===== src/rtl/regfile_pkg.sv =====
// Shared constants and types for the 32x32 register file with one-hot write decode.
package regfile_pkg;

  localparam int unsigned DATA_W = 32;
  localparam int unsigned ADDR_W = 5;
  localparam int unsigned NREGS  = 32;

  // Hard-wired zero register index
  localparam logic [ADDR_W-1:0] ZERO_REG = '0;

  // Debug dump sequencer states
  typedef enum logic [1:0] {
    StIdle,
    StDump,
    StDone
  } dump_state_e;

endpackage


===== src/rtl/wdec5.sv =====
// One-hot write-address decoder with enable; inverse of the 5-bit destination-select mux.
// Bit 0 is never asserted so the zero register can not be written.
module wdec5 #(
  parameter int unsigned ADDR_W = 5,
  parameter int unsigned NREGS  = 32
) (
  input  logic              en,
  input  logic [ADDR_W-1:0] addr,
  output logic [NREGS-1:0]  strobe
);

  // Decode addr to a single strobe bit, gated by en, bit 0 forced low
  always_comb begin
    strobe = '0;
    if (en) begin
      strobe[addr] = 1'b1;
    end
    strobe[0] = 1'b0;
  end

endmodule


===== src/rtl/reg_file_wdec.sv =====
// 32x32 register file: one write port (one-hot decoded), two combinational read ports and a
// valid/ready debug dump port that streams every register in index order.
// Optional build macro REGFILE_BYPASS_EN: forwards same-cycle write data to the read ports and
// to dump_data; when undefined a same-cycle read returns the old stored value.
module reg_file_wdec #(
  parameter int unsigned DATA_W = regfile_pkg::DATA_W,
  parameter int unsigned ADDR_W = regfile_pkg::ADDR_W,
  parameter int unsigned NREGS  = regfile_pkg::NREGS
) (
  input  logic              clk,
  input  logic              reset,
  input  logic              we,
  input  logic [ADDR_W-1:0] waddr,
  input  logic [DATA_W-1:0] wdata,
  input  logic [ADDR_W-1:0] raddr1,
  input  logic [ADDR_W-1:0] raddr2,
  output logic [DATA_W-1:0] rdata1,
  output logic [DATA_W-1:0] rdata2,
  input  logic              dump_req,
  output logic              dump_valid,
  input  logic              dump_ready,
  output logic [ADDR_W-1:0] dump_idx,
  output logic [DATA_W-1:0] dump_data,
  output logic              dump_done
);

  import regfile_pkg::*;

  localparam logic [ADDR_W-1:0] ZeroIdx = ADDR_W'(ZERO_REG);
  localparam logic [ADDR_W-1:0] LastIdx = ADDR_W'(NREGS - 1);

  logic [DATA_W-1:0] regs_q [NREGS];
  logic [NREGS-1:0]  wstrb;
  dump_state_e       state_q;

  wdec5 #(
    .ADDR_W (ADDR_W),
    .NREGS  (NREGS)
  ) u_wdec5 (
    .en     (we),
    .addr   (waddr),
    .strobe (wstrb)
  );

  // Register storage: reset clears everything and wins over a same-cycle write
  always_ff @(posedge clk) begin
    if (reset) begin
      for (int i = 0; i < int'(NREGS); i++) begin
        regs_q[i] <= '0;
      end
    end else begin
      for (int i = 0; i < int'(NREGS); i++) begin
        if (wstrb[i]) begin
          regs_q[i] <= wdata;
        end
      end
    end
  end

  // Combinational read ports, index 0 always reads zero
  always_comb begin
    rdata1 = (raddr1 == ZeroIdx) ? '0 : regs_q[raddr1];
    rdata2 = (raddr2 == ZeroIdx) ? '0 : regs_q[raddr2];
`ifdef REGFILE_BYPASS_EN
    if (we && (waddr == raddr1) && (raddr1 != ZeroIdx)) begin
      rdata1 = wdata;
    end
    if (we && (waddr == raddr2) && (raddr2 != ZeroIdx)) begin
      rdata2 = wdata;
    end
`endif
  end

  // Dump data follows the stored register live, so a later write shows up while stalled
  always_comb begin
    dump_data = (dump_idx == ZeroIdx) ? '0 : regs_q[dump_idx];
`ifdef REGFILE_BYPASS_EN
    if (dump_valid && we && (waddr == dump_idx) && (dump_idx != ZeroIdx)) begin
      dump_data = wdata;
    end
`endif
  end

  // Dump sequencer with registered valid/index/done outputs
  always_ff @(posedge clk) begin
    if (reset) begin
      state_q    <= StIdle;
      dump_valid <= 1'b0;
      dump_idx   <= '0;
      dump_done  <= 1'b0;
    end else begin
      unique case (state_q)
        StIdle: begin
          dump_done <= 1'b0;
          if (dump_req) begin
            state_q    <= StDump;
            dump_valid <= 1'b1;
            dump_idx   <= '0;
          end
        end
        StDump: begin
          if (dump_valid && dump_ready) begin
            if (dump_idx == LastIdx) begin
              state_q    <= StDone;
              dump_valid <= 1'b0;
              dump_idx   <= '0;
              dump_done  <= 1'b1;
            end else begin
              dump_idx <= dump_idx + ADDR_W'(1);
            end
          end
        end
        StDone: begin
          state_q   <= StIdle;
          dump_done <= 1'b0;
          dump_idx  <= '0;
        end
        default: begin
          state_q    <= StIdle;
          dump_valid <= 1'b0;
          dump_idx   <= '0;
          dump_done  <= 1'b0;
        end
      endcase
    end
  end

endmodule


===== config.mk =====
export PLATFORM = sky130hd
export DESIGN_NAME = reg_file_wdec
export DESIGN_NICKNAME = d
export VERILOG_FILES = /design/src/rtl/regfile_pkg.sv /design/src/rtl/wdec5.sv /design/src/rtl/reg_file_wdec.sv
export SDC_FILE = /design/constraint.sdc
export NUM_CORES = 2
export LEC_CHECK = 0
export ABC_CLOCK_PERIOD_IN_PS = 3300
export CAP_MARGIN = 10
export CORE_MARGIN = 1
export CORE_UTILIZATION = 55
export CTS_CLUSTER_SIZE = 12
export DETAILED_ROUTE_END_ITERATION = 10
export MAX_ROUTING_LAYER = met4
export PLACE_DENSITY = 0.81
export SYNTH_ARGS = -nofsm -noshare
export SYNTH_HDL_FRONTEND = slang
export SYNTH_HIERARCHICAL = 1
export SYNTH_SLANG_ARGS = --single-unit

===== constraint.sdc =====
create_clock -name clk -period 3.3 [get_ports clk]
set_clock_uncertainty 0.15 [all_clocks]
set_input_delay 0.33 -clock clk [delete_from_list [all_inputs] [get_ports clk]]
set_output_delay 0.33 -clock clk [all_outputs]
set_load 0.1 [all_outputs]

; Yosys cells after proc, flatten, opt, wreduce, memory -nomap -nowiden
; Memories as Yosys holds them, arrays and structs flattened. A register that Yosys moved wholly into a read port is not among the register bits.
; Index checks and enable logic that the tools add are counted.
[word_totals]
ff_bits = 9
ram_bits = 1024
output_inout_bits = 103
word_cells = 204
memories = 1
[memory_table]
columns = name, depth, width, read_ports, rd_clocked_by_memory_dff, wr, line_no
row1 = regs_q, 32, 32, 3, 1, 32, reg_file_wdec.sv:32  ; logic [DATA_W-1:0] regs_q [NREGS];
[classes]
n_addsub = 1
magnitude_cmp = 2
n_eq_ne = 6
n_mux = 146
n_bitwise = 33
n_reduce_logical = 11
[ops]
columns = cell, n
row1 = 32-bit two-way mux, 35
row2 = 1-bit two-way mux, 99
row3 = 1-bit bitwise OR, 31
row4 = 5-bit two-way mux, 5
row5 = 5-bit logical NOT, 3
row6 = 5-bit case mux with 2 select lines, 1
row7 = 5-bit by 6-bit < comparator with 1-bit output (second input constant), 1
row8 = 2-bit two-way mux, 3
row9 = 2-bit inequality test (second input constant), 3
row10 = 5-bit by 1-bit adder with 5-bit output (second input constant), 1
row11 = 1-bit demux with 5-bit select, 1
row12 = 5-bit equality test (second input constant), 1
row13 = 5-bit by 1-bit greater-or-equal comparator with 1-bit output (second input constant), 1
row14 = 2-bit case mux with 2 select lines, 1
row15 = 2-bit AND reduction, 2
row16 = 4-bit AND reduction, 1
row17 = 1-bit case mux with 3 select lines, 1
row18 = 3-bit AND reduction, 1
row19 = 2-bit by 1-bit equality test with 1-bit output (second input constant), 1
row20 = 2-bit equality test (second input constant), 1
row21 = 1-bit logical AND, 2
row22 = 2-bit logical NOT, 1
row23 = 1-bit inverter, 2
row24 = 2-bit OR reduction, 1

; Logic depth before layout (Yosys ltp)
[logic_depth]
depth_word = 9
ltp_mapped = 8
depth_no_buf = 7

; Hierarchy
; Netlist, hierarchy kept.
[modules_own_cells]
columns = mod, instances, cells_each, area_per_inst_um2, seq_area_each_um2
row1 = reg_file_wdec, 1, 3767, 60735.8, 31029.8
row2 = wdec5, 1, 48, 237.7, 0.0

; Least setup slack after synthesis
; Ideal clock, no wire load.
[synth_path]
path_kind = in2out
from = in raddr1[0]
to = out rdata1[16]
arrival_time_ns = 3.771
required_time_ns = 2.820
slack_ns = -0.951
path_stages = 7
path_cell_list = buf_2 -> buf_4 -> nor2_2 -> buf_2 -> a221oi_1 -> o21ai_0 -> a311oi_1
[synth_between]
elab_chain_len = 2
word_cells_on_any_way = 3
classes_between = mux: 1 / reduce/logical: 1 / memory: 1
[synth_rtl]
columns = element, line_no
row1 = "start, declared", reg_file_wdec.sv:15  ; input logic [ADDR_W-1:0] raddr1,
row2 = memory read 32 x 32 bit / 5-bit logical NOT (equally long branches), --
row3 = 32-bit two-way mux *, reg_file_wdec.sv:62  ; rdata1 = (raddr1 == ZeroIdx) ? '0 : regs_q[raddr1];
row4 = "end, declared", reg_file_wdec.sv:17  ; output logic [DATA_W-1:0] rdata1,
; Mark *: on every way between the ends. The rest lies on a longest branch, timed or not.

==> run summary <==
Hold Buf Count CTS: 0
post-layout min period: 3.577 ns
required time of the critical path: 2.82 ns
Mapped Nets: 3870
crit path max-delay cell type: a22oi_1
reg2reg path depth: 7
Max Freq: 0.2796 GHz
Nets: 4173
Critical Path AT: 3.10 ns
Skew-Pair Late Insertion Delay: 0.72 ns
area of the multi-input gates: 0.02920 mm²
unrepaired setup endpoints after global routing: yes
Post-synth EDFFs: 1024
Distinct cells, synth: 56
maxcap violations: 0
Hold Crit Class: primary input to flop
pre-CTS setup slack: -0.02944 ns
Startpoint Class: flop
r2r startpoint: dump_idx[0]$_SDFFE_PP0P_
Starting Density: 55.78%
drt wl/cell: 39.80 µm
Port Buf Inserts: 154
Mapped Cells: 3815
Design Area, Final: 0.07318 mm²
first-pass GRT wire length: 313900 µm
layout cells sized above 1: 40.96%
post-layout util: 66.95%
WHS: 0.1253 ns
yosys warns: 6
Iter 0 DRT Violations: 8477
synthesized area per cell: 15.98 µm²
Final HPWL DP: 141300 µm
Vias: 44300
period utilisation layout: 108.4%
ys flop type: edfxtp_1
largest net degree at the start of global routing: 47
Bufs on Longest Clock Path: 3
Die Height: 335.0 µm
Max rail drop VDD: 481.3 µV
Seq cells post-synth: 1038
status: complete, but fails checks
GP Congestion: 1.000
final slew viol count: 0
critical path class: flop to output port
placed cell count: 5429
Via density: 7.800
CP Launch Point: regs_q[30][20]$_DFFE_PP_
Final TNS setup: -3.911 ns
final setup margin: -0.2769 ns
Storage cell area: 0.03105 mm²
# rows: 121
TritonCTS clock tree: built
CP peak stage delay: 0.79 ns
CP cell instances: mux4_2, a22oi_1, a311oi_4, buf_4, buf_12
grt total ovfl: 0
All-Layer GR Usage: 41.02%
die area: 0.1122 mm²
Fin. Hold Viols: 0
initial antenna violation count: 8
worst-path fanout max: 3
Setup-failing EPs final: 38
Layout area overhead: 20.02%
async set-reset flop share out of synthesis: 0%
drc violations: 0
sequential area share after synthesis: 50.89%
power density over the cells: 491.5 mW/mm²
Mapped Area: 0.06097 mm²
clock sink total: 1038
dpl cell area: 0.06798 mm²
I/O pins: 155
CTS clock-pin slew for the worst setup and hold paths: 0.06 ns
first-pass iteration count of the detailed router: 8
max_slew headroom: 16.18%
Final ANT Viol Nets: 0
Power Total: 35.97 mW
Leak: 24.47 nW
fin cells: 5680
Worst Setup End Kind: output port
worst-case register-to-register setup slack: 1.59 ns
Core Region: 0.1093 mm²
Die W: 335.0 µm
Fillers: 6984
failing checks: negative setup slack
number of buffers created by CTS: 111
hold path depth: 3
Slew @ Worst Pin: 1.252 ns
vias in the first global route: 43210
CTS Root Buffer Type: clkbuf_16
drt total wl: 226100 µm
hold path startpoint: reset
Worst Hold End: dump_valid$_SDFFE_PP0P_
H-tree levels: 3
-- worst max-delay path: cells and delay by family (launching register included) --
family	cells	cell delay [ns]
AO/OA/AOI/OAI	2	1.07
multiplexers	1	0.49
flip-flops	1	0.42
buffers and inverters	2	0.40
-- how the worst max path moves through the flow --
stage / end / slack, ns / depth (start not counted)
2_1_floorplan: dump_data[0] / 0.003 / 5
5_1_grt: rdata1[20] / -0.20 / 5
3_3_place_gp: rdata1[16] / -0.04 / 8
3_5_place_dp: rdata1[16] / -0.03 / 8
4_1_cts: dump_data[29] / -0.16 / 7
6_report: rdata1[20] / -0.28 / 5
-- cells by family (layout without fill, tap and decap cells) --
logic type / count (synthesis) / in the layout / synth area share, %
adder cells (fa/ha/maj): 3 / 3 / 0.06157
XOR/XNOR: 3 / 3 / 0.04310
other: 1 / 6 / 0.006150
flip-flops: 1038 / 1038 / 50.89
buffers and inverters: 406 / 790 / 3.952
AO/OA/AOI/OAI: 524 / 524 / 6.310
AND/OR/NAND/NOR: 848 / 848 / 8.364
multiplexers: 992 / 992 / 30.37
-- metal layers --
metal / GRT usage, % / vias up / wire length [µm]
met4: 28.53 / 0 / 20800
li1: - / 16390 / -
met5: - / - / 0
met3: 13.94 / 1103 / 37790
met2: 58.97 / 4834 / 98360
met1: 48.71 / 21980 / 69100
-- cells in the mapped netlist (all sizes together), types with 3 or more instances --
cell type  instances  area (µm²)
nand4b             3       26.28
o2111ai           28       245.2
clkbuf           188       716.9
nor2              48       187.7
mux2i            256        2562
nand2             58       217.7
nor2b            104       663.1
and3               4       25.02
edfxtp          1024       30750
o21ai            132       660.6
dfxtp             14       280.3
or2               35       219.0
nand4bb            3       33.78
a221oi            68       595.6
ha                 3       37.54
nand2b             4       25.02
a211oi            64       480.5
mux2              64       720.7
a22oi             96       720.7
a221o             32       320.3
mux4             672       15240
a311oi            64       560.5
inv                7       26.28
a31oi             32       200.2
and2             579        3622
buf              210        1648
-- cell usage in the layout, fill, tap and decap left out, drive strengths merged, types with 5 or more instances in the layout --
cell type / n
mux4: 672
mux2i: 256
o21ai: 132
edfxtp: 1024
bufinv: 13
a311oi: 64
diode: 5
o2111ai: 28
buf: 533
a221o: 32
nor2: 48
a211oi: 64
a221oi: 68
clkinv: 44
dfxtp: 14
a31oi: 32
inv: 9
nand2: 58
or2: 35
clkdlybuf4s50: 43
clkbuf: 144
and2: 579
a22oi: 96
mux2: 64
nor2b: 104
-- sequential cells by signal (all words and copies together), names as in the netlist, named ones only --
| name | cells |
|---|---|
| dump_idx | 5 |
| dump_valid | 1 |
| regs_q | 1024 |
| dump_done | 1 |
| state_q | 2 |
-- power by group --
group | leakage, nW | internal, mW | switching [mW]
Clock | 1.73 | 7.22 | 5.26
Sequential | 9.98 | 15.5 | 0.704
Combinational | 12.8 | 3.02 | 4.28
Total | 24.5 | 25.7 | 10.2
-- layout make-up --
cell class	instances	area share [%]
sequential	1038	42.42
timing repair buffer	589	10.26
antenna	5	0.01710
clock buffer	134	3.972
inverter	7	0.04274
clock inverter	60	0.8481
tap	1476	2.524
multi-input combinational	2371	39.91
-- what timing repair did --
item                                    4_1_cts  5_1_grt
endpoints found under the setup margin       37       40
gates cloned                                 12       10
setup buffers                                18       15
pin swaps                                    25       29
gates resized for setup                     142       45
Power figures use the tool's default switching activity.
